<file path="src/rtl/hu_id_ex_stage_pkg.sv">
// Shared pipeline configuration for the ID->EX stage: widths, control bundle, bubble value.
package hu_id_ex_stage_pkg;

   localparam int XLEN    = 32;
   localparam int ALUOP_W = 4;

   // Control bits that travel with an instruction from ID into EX
   typedef struct packed {
      logic               RegWrite;
      logic               MemRead;
      logic               reg_ren;
      logic               auipc;
      logic               ALU_DB_Src;
      logic [ALUOP_W-1:0] ALUop;
   } ctrl_t;

   // A bubble is an all-zero control bundle: no write, no load, no side effects
   localparam ctrl_t BUBBLE = '0;

   // Increment that sticks at all-ones instead of wrapping
   function automatic logic [31:0] sat_inc32(input logic [31:0] v);
      if (v == 32'hFFFF_FFFF) begin
         return v;
      end
      return v + 32'd1;
   endfunction

endpackage

</file>
<file path="src/rtl/hu_load_use_detect.sv">
// Combinational load-use hazard detection and front-end stall generation.
module hu_load_use_detect
   import hu_id_ex_stage_pkg::*;
(
   input  logic       valid_D,
   input  logic       reg_ren_D,
   input  logic       ALU_DB_Src_D,
   input  logic [4:0] Rs1_D,
   input  logic [4:0] Rs2_D,
   input  logic       valid_E,
   input  logic       MemRead_E,
   input  logic [4:0] Rd_E,
   input  logic       flush_E,
   input  logic       mem_stall,
   output logic       load_use,
   output logic       stall_F,
   output logic       stall_D
);

   logic rs1_match;
   logic rs2_match;

   // A load in EX whose result is read by ID; Rd_E != 0 also excludes x0 sources.
   // Rs2 only counts when the ALU B operand actually comes from rs2.
   always_comb begin
      rs1_match = (Rd_E == Rs1_D);
      rs2_match = ALU_DB_Src_D & (Rd_E == Rs2_D);
      load_use  = valid_D & MemRead_E & valid_E & (Rd_E != 5'd0) & reg_ren_D
                  & (rs1_match | rs2_match);
      // A taken flush kills the dependent instruction, so it need not wait
      stall_F   = mem_stall | (load_use & ~flush_E);
      stall_D   = stall_F;
   end

endmodule

</file>
<file path="src/rtl/hu_id_ex_stage.sv">
// ID->EX pipeline register with load-use bubble insertion, flush, memory-stall hold
// and W->D write-through bypass of register operands.
module hu_id_ex_stage
   import hu_id_ex_stage_pkg::*;
(
   input  logic               clk,
   input  logic               rst_n,
   input  logic               valid_D,
   input  logic [XLEN-1:0]    PC_reg_D,
   input  logic [XLEN-1:0]    rdata1_D,
   input  logic [XLEN-1:0]    rdata2_D,
   input  logic [XLEN-1:0]    imme_D,
   input  logic [4:0]         Rs1_D,
   input  logic [4:0]         Rs2_D,
   input  logic [4:0]         Rd_D,
   input  logic               RegWrite_D,
   input  logic               MemRead_D,
   input  logic               reg_ren_D,
   input  logic               auipc_D,
   input  logic               ALU_DB_Src_D,
   input  logic [ALUOP_W-1:0] ALUop_D,
   input  logic               RegWrite_W,
   input  logic [4:0]         Rd_W,
   input  logic [XLEN-1:0]    rdata_reg_W,
   input  logic               flush_E,
   input  logic               mem_stall,
   output logic               valid_E,
   output logic [XLEN-1:0]    PC_reg_E,
   output logic [XLEN-1:0]    rdata1_E,
   output logic [XLEN-1:0]    rdata2_E,
   output logic [XLEN-1:0]    imme_E,
   output logic [4:0]         Rs1_E,
   output logic [4:0]         Rs2_E,
   output logic [4:0]         Rd_E,
   output logic               RegWrite_E,
   output logic               MemRead_E,
   output logic               reg_ren_E,
   output logic               auipc_E,
   output logic               ALU_DB_Src_E,
   output logic [ALUOP_W-1:0] ALUop_E,
   output logic               stall_F,
   output logic               stall_D,
   output logic [31:0]        bubble_cnt
);

   ctrl_t           ctrl_D;
   ctrl_t           ctrl_E;
   logic [XLEN-1:0] op1_D;
   logic [XLEN-1:0] op2_D;
   logic            load_use;

   hu_load_use_detect u_detect (
      .valid_D      (valid_D),
      .reg_ren_D    (reg_ren_D),
      .ALU_DB_Src_D (ALU_DB_Src_D),
      .Rs1_D        (Rs1_D),
      .Rs2_D        (Rs2_D),
      .valid_E      (valid_E),
      .MemRead_E    (ctrl_E.MemRead),
      .Rd_E         (Rd_E),
      .flush_E      (flush_E),
      .mem_stall    (mem_stall),
      .load_use     (load_use),
      .stall_F      (stall_F),
      .stall_D      (stall_D)
   );

   // Bundle ID control and resolve the same-cycle W write that the regfile read missed
   always_comb begin
      ctrl_D.RegWrite   = RegWrite_D;
      ctrl_D.MemRead    = MemRead_D;
      ctrl_D.reg_ren    = reg_ren_D;
      ctrl_D.auipc      = auipc_D;
      ctrl_D.ALU_DB_Src = ALU_DB_Src_D;
      ctrl_D.ALUop      = ALUop_D;
      op1_D = (RegWrite_W && (Rd_W != 5'd0) && (Rd_W == Rs1_D)) ? rdata_reg_W : rdata1_D;
      op2_D = (RegWrite_W && (Rd_W != 5'd0) && (Rd_W == Rs2_D)) ? rdata_reg_W : rdata2_D;
   end

   // ID->EX register: reset > memory hold > flush/load-use bubble > normal capture
   always_ff @(posedge clk) begin
      if (!rst_n) begin
         valid_E    <= 1'b0;
         ctrl_E     <= BUBBLE;
         PC_reg_E   <= '0;
         rdata1_E   <= '0;
         rdata2_E   <= '0;
         imme_E     <= '0;
         Rs1_E      <= '0;
         Rs2_E      <= '0;
         Rd_E       <= '0;
         bubble_cnt <= '0;
      end else if (mem_stall) begin
         // whole front end frozen: every E register keeps its value
      end else if (flush_E || load_use) begin
         valid_E  <= 1'b0;
         ctrl_E   <= BUBBLE;
         PC_reg_E <= '0;
         rdata1_E <= '0;
         rdata2_E <= '0;
         imme_E   <= '0;
         Rs1_E    <= '0;
         Rs2_E    <= '0;
         Rd_E     <= '0;
         // only hazard bubbles are counted, not flush kills
         if (!flush_E) begin
            bubble_cnt <= sat_inc32(bubble_cnt);
         end
      end else begin
         valid_E  <= valid_D;
         ctrl_E   <= ctrl_D;
         PC_reg_E <= PC_reg_D;
         rdata1_E <= op1_D;
         rdata2_E <= op2_D;
         imme_E   <= imme_D;
         Rs1_E    <= Rs1_D;
         Rs2_E    <= Rs2_D;
         Rd_E     <= Rd_D;
      end
   end

   assign RegWrite_E   = ctrl_E.RegWrite;
   assign MemRead_E    = ctrl_E.MemRead;
   assign reg_ren_E    = ctrl_E.reg_ren;
   assign auipc_E      = ctrl_E.auipc;
   assign ALU_DB_Src_E = ctrl_E.ALU_DB_Src;
   assign ALUop_E      = ctrl_E.ALUop;

endmodule
</file>
<file path="config.mk">
export PLATFORM = sky130hd
export DESIGN_NAME = hu_id_ex_stage
export DESIGN_NICKNAME = d
export VERILOG_FILES = /design/src/rtl/hu_id_ex_stage_pkg.sv /design/src/rtl/hu_load_use_detect.sv /design/src/rtl/hu_id_ex_stage.sv
export SDC_FILE = /design/constraint.sdc
export NUM_CORES = 1
export LEC_CHECK = 0
export CORE_MARGIN = 10
export CORE_UTILIZATION = 33
export DETAILED_ROUTE_END_ITERATION = 6
export GPL_TIMING_DRIVEN = 0
export PLACE_DENSITY = 0.7
export SLEW_MARGIN = 15
export SYNTH_ARGS = -nofsm -noshare
export SYNTH_HDL_FRONTEND = slang
export SYNTH_SLANG_ARGS = --single-unit
</file>
<file path="constraint.sdc">
create_clock -name clk -period 2 [get_ports clk]
set_input_delay 0.2 -clock clk [delete_from_list [all_inputs] [get_ports clk]]
set_output_delay 0.2 -clock clk [all_outputs]
set_load 0.005 [all_outputs]
</file>
==> results of run 1 <==
## sequential cells by signal (all words and copies together) (netlist names), 4 cells and up
register	flops
ALUop_E	4
Rs1_E	5
Rs2_E	5
PC_reg_E	32
rdata2_E	32
imme_E	32
Rd_E	5
bubble_cnt	32
rdata1_E	32
## area by class of cell
cell class | instances | area share (%)
inverters | 7 | 0.1926
plain buffers | 47 | 3.310
multi-input cells | 467 | 28.40
repair buffers | 449 | 33.58
clock inverters | 15 | 1.192
diodes | 2 | 0.03668
flip-flops and latches | 185 | 27.65
clock buffers | 17 | 3.118
well taps | 275 | 2.522
## worst paths after layout
kind	startpoint	to	slack (ns)	cells after the start
worst min register to register	rdata2_E[6]	rdata2_E[6]	0.45	2
worst max register to register	bubble_cnt[2]	bubble_cnt[27]	-0.21	6
worst max-delay path	bubble_cnt[2]	bubble_cnt[27]	-0.21	6
worst min-delay path	rst_n	bubble_cnt[26]	0.08	3
## logic make-up after synthesis
| family | Yosys count | share of synthesized area, % |
|---|---|---|
| AO/OA/AOI/OAI | 200 | 20.20 |
| buffers and inverters | 57 | 3.543 |
| adder cells (fa/ha/maj) | 1 | 0.1736 |
| XOR/XNOR | 25 | 3.039 |
| AND/OR/NAND/NOR | 169 | 11.91 |
| flip-flops | 185 | 51.41 |
| multiplexers | 70 | 9.726 |
## layer usage
layer	track usage (%)	up-vias	part of all wire (%)
li1	-	3551	-
met1	25.03	3697	40
met2	36.17	301	51
met3	7.022	42	7.8
met4	6.321	4	1.9
met5	0	-	0.072
## cell usage after synthesis, types with 8 or more instances
| cell | instances | area [µm²] |
|---|---|---|
| sky130_fd_sc_hd__nand2b_1 | 10 | 62.56 |
| sky130_fd_sc_hd__dfxtp_1 | 185 | 3704 |
| sky130_fd_sc_hd__nand2_1 | 86 | 322.8 |
| sky130_fd_sc_hd__xnor2_1 | 21 | 183.9 |
| sky130_fd_sc_hd__a22o_1 | 89 | 779.5 |
| sky130_fd_sc_hd__a21boi_0 | 11 | 82.58 |
| sky130_fd_sc_hd__nand4_1 | 11 | 68.82 |
| sky130_fd_sc_hd__mux2i_1 | 70 | 700.7 |
| sky130_fd_sc_hd__or3_1 | 10 | 62.56 |
| sky130_fd_sc_hd__buf_2 | 18 | 90.09 |
| sky130_fd_sc_hd__clkbuf_1 | 28 | 105.1 |
| sky130_fd_sc_hd__nor4_1 | 8 | 50.05 |
| sky130_fd_sc_hd__nand3_1 | 14 | 70.07 |
| sky130_fd_sc_hd__o21ai_0 | 74 | 370.4 |
## power by group through the flow
stage                     registers, mW  clock network (mW)  logic (mW)
after floorplan                    3.96                   0       0.281
after CTS                          3.86                3.44        1.16
after global placement             3.96                   0        1.07
after global routing               3.88                3.61        1.35
after detailed placement           3.96                   0        1.07
final                              3.86                3.41        1.27
## critical path, cell delays in order (launching register included)
cell and delay (ns):
sky130_fd_sc_hd__dfxtp_2 0.34, sky130_fd_sc_hd__buf_6 0.13, sky130_fd_sc_hd__nand3_1 0.12, sky130_fd_sc_hd__or3_1 0.37, sky130_fd_sc_hd__or4b_4 0.54, sky130_fd_sc_hd__or4_1 0.49, sky130_fd_sc_hd__a21boi_1 0.15
## through the flow
stage / instances / TNS [ns] / total power, mW / hold WS, ns / instance area, µm²
5_1_grt: 1464 / -19.19 / 8.836 / 0.08556 / 13650
2_1_floorplan: 707 / -1.475 / 4.246 / 0.3256 / 7236
6_report: 1464 / -8.591 / 8.542 / 0.07926 / 13650
3_3_place_gp: 1362 / -100.30 / 5.023 / 0.4325 / 11380
3_5_place_dp: 1362 / -105.55 / 5.034 / 0.4411 / 11380
4_1_cts: 1433 / -6.619 / 8.463 / 0.05940 / 12710
## timing repair
action                                 4_1_cts  5_1_grt
endpoints found under the hold margin        0        0
gates cloned                                 7        9
resized for setup                          134      210
pin swaps                                   17       81
hold buffers                                 0        0
buffers inserted                            35       22
setup endpoints to repair                  185      182
==> run metrics, run 1 <==
nets in the synthesized netlist=~900; period utilisation layout=110.6%; insertion delay of the later-clocked pin in the worst-skew pair=0.44 ns; leakage power=4.952 nW; CTS H-tree lvls=4; area of the die=about 28,000 µm²; initial antenna violation count=3; kind of critical path=reg2reg; number of core rows=between 50 and 60; Final Critical Period=2.213 ns; mean routed wirelength per cell=22.79 µm; final cell utilization of the core=64.30%; number of fill cells=1,724; largest clock skew in the final design=0.01886 ns; Warnings, synthesis=0; cell count after synthesis=about 700; Place WS=-1.106 ns; FF+latch area=3774 µm²; unrepaired setup endpoints after global routing=yes; core outline area=21,220 µm²; Setup violations, final=~120; final layout net count=roughly 1.4k; Crit. End Element=flip-flop; width of the die=between 150 and 200 µm; final weighted congestion of routability-driven global placement=about 0.85; Max transition margin=54.44%; net switching share of the total power=25.67%; combinational group share of total power=14.8%; post-detailed-placement half-perimeter wirelength=24.02 mm; Die Ht=167.8 µm; maximum number of buffers from clock root to sink=2; synthesized cell area=7204 µm²; total I/O pin count=between 300 and 400; largest fanout on the critical path=8; Clock Sink Count=185; CTS tree=built; Detailed Route Iter0 Violations=319; commonest cells after routing, fill and taps aside=378 x sky130_fd_sc_hd__clkdlybuf4s50_1, 161 x sky130_fd_sc_hd__dfxtp_1, 89 x sky130_fd_sc_hd__a22o_1; number of enable-type register cells in the synthesized netlist=0; vias after detailed routing=about 7.6k; share of cells above drive strength 1=approximately 22%; internal cell power=6.349 mW; flip-flop and latch count after synthesis=185; type of origin of the critical path=flip-flop; Arr. time, crit path=2.58 ns; highest clock rate=452.0 MHz; final setup margin=-0.2126 ns; growth of design area from synthesis to finish=89.41%; ys async rst share=0%; initial cell density of the core=between 30% and 40%; Pwr per Cell Area=626.0 nW/µm²; wire length of the first global-routing pass=46.96 mm; number of clock buffers inserted by TritonCTS=17; total wire length=33.37 mm; DR DRC count=0; result of the run=complete, but fails checks; count of pins over their slew limit=0; maximum vdd drop=470.6 µV; slew at the pin with the worst max-slew slack=0.6834 ns; number of max-capacitance violations reported=0; classification of the worst-slack hold path=in2reg; register area share after synthesis=51.41%; vias in the first global route=around 7.5k; failing checks=setup timing; switching power summed over all nets=2.193 mW; part of the power in registers=a little under half; average footprint of a synthesized cell=10.19 µm²; Avg Vias per Cell=5.188; part of the power in the clock network=40.0%; CTS clk-pin slew, worst paths=0.08 ns; total track usage=21.35%; area used by multi-input combinational logic=3875 µm²; first-pass detailed-route iteration total=5; Final ANT Viol Nets=0; pin count of the biggest net entering global routing=19; Overflow after GRT=0; I/O Buffers=380; hold violation total from the final report=0; leading cell type in the layout, fill and taps excluded=sky130_fd_sc_hd__clkdlybuf4s50_1; most frequently used flop master after synthesis=sky130_fd_sc_hd__dfxtp_1; data required time of the worst path=2.36 ns; count of distinct cell types in the synthesized netlist=between 40 and 50; master cell of the clock root buffer=sky130_fd_sc_hd__clkbuf_16
(Power assumes the default switching activity.)
==> inputs of run 2 (changes only) <==
- MAX_ROUTING_LAYER: unset -> met4
==> run metrics, run 2 (synthesis gave the netlist of run 1 again) <==
result of the run=complete, but fails checks; failing checks=setup timing; Arr. time, crit path=roughly 2.6 ns; insertion delay of the later-clocked pin in the worst-skew pair=0.43 ns; internal cell power=~6.4 mW; largest fanout on the critical path=5; pin count of the biggest net entering global routing=19; switching power summed over all nets=roughly 2.2 mW; Avg Vias per Cell=5.182; number of clock buffers inserted by TritonCTS=17; initial cell density of the core=33.95%; Max transition margin=54.71%; Setup violations, final=123; part of the power in registers=between 40% and 50%; number of placed instances, taps included=1,362; number of cells on the worst reg-to-reg path=7; period utilisation layout=110.2%; Final ANT Viol Nets=0; Crit. End Element=flip-flop; commonest cells after routing, fill and taps aside=378 x sky130_fd_sc_hd__clkdlybuf4s50_1, 161 x sky130_fd_sc_hd__dfxtp_1, 89 x sky130_fd_sc_hd__a22o_1; share of cells above drive strength 1=22.47%; register-to-register setup slack=-0.20 ns; Detailed Route Iter0 Violations=~350; Pwr per Cell Area=between 600 and 700 nW/µm²; number of fill cells=1,724; post-detailed-placement half-perimeter wirelength=24.02 mm; unrepaired setup endpoints after global routing=yes; Place WS=-1.106 ns; width of the die=167.8 µm; first-pass detailed-route iteration total=4; total wire length=33.34 mm; area used by multi-input combinational logic=3875 µm²; CTS H-tree lvls=4; combinational group share of total power=14.9%; Critical Path Start=Rd_E[1]; total length of routed met2 wires=16.91 mm; mean routed wirelength per cell=22.74 µm; hold violation total from the final report=0; total track usage=21.95%; crit-path cells=xnor2_2, nand4_1, o22ai_4, buf_6, or4b_4, or4_1, a21boi_1; leakage power=4.954 nW; CTS clk-pin slew, worst paths=0.08 ns; leading cell type in the layout, fill and taps excluded=sky130_fd_sc_hd__clkdlybuf4s50_1; kind of critical path=reg2reg; wire length of the first global-routing pass=46.89 mm; total routed wire length on the met1 layer=13.32 mm; classification of the worst-slack hold path=in2reg; maximum number of buffers from clock root to sink=2; FF+latch area=3774 µm²; sum of negative setup slack=-8.470 ns; initial antenna violation count=3; vias in the first global route=7,504; Die Ht=approximately 170 µm; number of core rows=53; total I/O pin count=382; highest clock rate=453.8 MHz; reg-to-reg critical path startpoint=Rd_E[1]; final layout net count=1,371; Finished Layout Cells=1,466; maximum vdd drop=between 400 and 500 µV; vias after detailed routing=7,597; part of the power in the clock network=40.0%; data required time of the worst path=2.36 ns; DR DRC count=0; CP peak stage delay=0.49 ns; Overflow after GRT=0; largest clock skew in the final design=around 0.018 ns; final setup margin=-0.2035 ns; core outline area=roughly 21,000 µm²; growth of design area from synthesis to finish=89.53%; final cell utilization of the core=64.35%; master cell of the clock root buffer=sky130_fd_sc_hd__clkbuf_16; area of the die=~28,000 µm²; type of origin of the critical path=flip-flop; standard cell with the maximum stage delay on the critical path=sky130_fd_sc_hd__or4b_4; Routed met3 length=2.474 mm; number of max-capacitance violations reported=0; I/O Buffers=380; top routing layer in use=met4; net switching share of the total power=25.67%; crit path to=bubble_cnt[27]; final weighted congestion of routability-driven global placement=0.8597; CTS hold repair buffers=0; count of pins over their slew limit=0; slew at the pin with the worst max-slew slack=between 0.6 and 0.7 ns; destination of the worst register-to-register timing path=bubble_cnt[27]; CTS tree=built; Final Critical Period=2.204 ns; Clock Sink Count=185
-- run 2: worst max-delay path: cells and delay by family (launching register included) --
family,cells,cell delay (ns)
buffers and inverters,1,0.12
AND/OR/NAND/NOR,3,1.15
AO/OA/AOI/OAI,2,0.33
flip-flops,1,0.38
XOR/XNOR,1,0.15
-- run 2: metal layers --
layer | track usage (%) | vias up
met2 | 36.14 | 296
met4 | 6.321 | 0
met5 | - | -
li1 | - | 3548
met3 | 6.578 | 44
met1 | 25.36 | 3709
-- run 2: area by class of cell --
class                   count  area share (%)
plain buffers              47           3.299
multi-input cells         467           28.38
diodes                      3         0.05498
clock inverters            15           1.191
well taps                 275           2.520
inverters                   7          0.1924
flip-flops and latches    185           27.64
clock buffers              17           3.116
repair buffers            450           33.61
-- run 2: repair_timing --
action                     4_1_cts  5_1_grt
setup buffers                   35       23
pin swaps                       17       79
cloned                           7        9
gates resized for setup        134      208
setup endpoints to repair      185      181
-- run 2: power groups by stage --
stage	logic, mW	registers, mW	clock network [mW]
2_1_floorplan	0.281	3.96	0
3_3_place_gp	1.07	3.96	0
3_5_place_dp	1.07	3.96	0
4_1_cts	1.16	3.86	3.44
5_1_grt	1.35	3.87	3.62
6_report	1.27	3.86	3.41
-- run 2: worst min path at each step --
| stage | from | end | slack [ns] | cells after the start |
|---|---|---|---|---|
| after floorplan | Rd_D[0] | Rd_E[0] | 0.33 | 1 |
| after global placement | rdata2_E[1] | rdata2_E[1] | 0.43 | 2 |
| after detailed placement | rdata2_E[25] | rdata2_E[25] | 0.44 | 2 |
| after CTS | rst_n | bubble_cnt[4] | 0.06 | 3 |
| after global routing | rst_n | bubble_cnt[26] | 0.09 | 3 |
| final | rst_n | bubble_cnt[26] | 0.08 | 3 |
-- run 2: through the flow --
| stage | instance area [µm²] | hold slack, ns | total power [mW] |
|---|---|---|---|
| after global routing | 13650 | 0.08557 | 8.839 |
| final | 13650 | 0.08038 | 8.544 |
| after CTS | 12710 | 0.05940 | 8.463 |
| after detailed placement | 11380 | 0.4411 | 5.034 |
| after floorplan | 7236 | 0.3256 | 4.246 |
| after global placement | 11380 | 0.4325 | 5.023 |
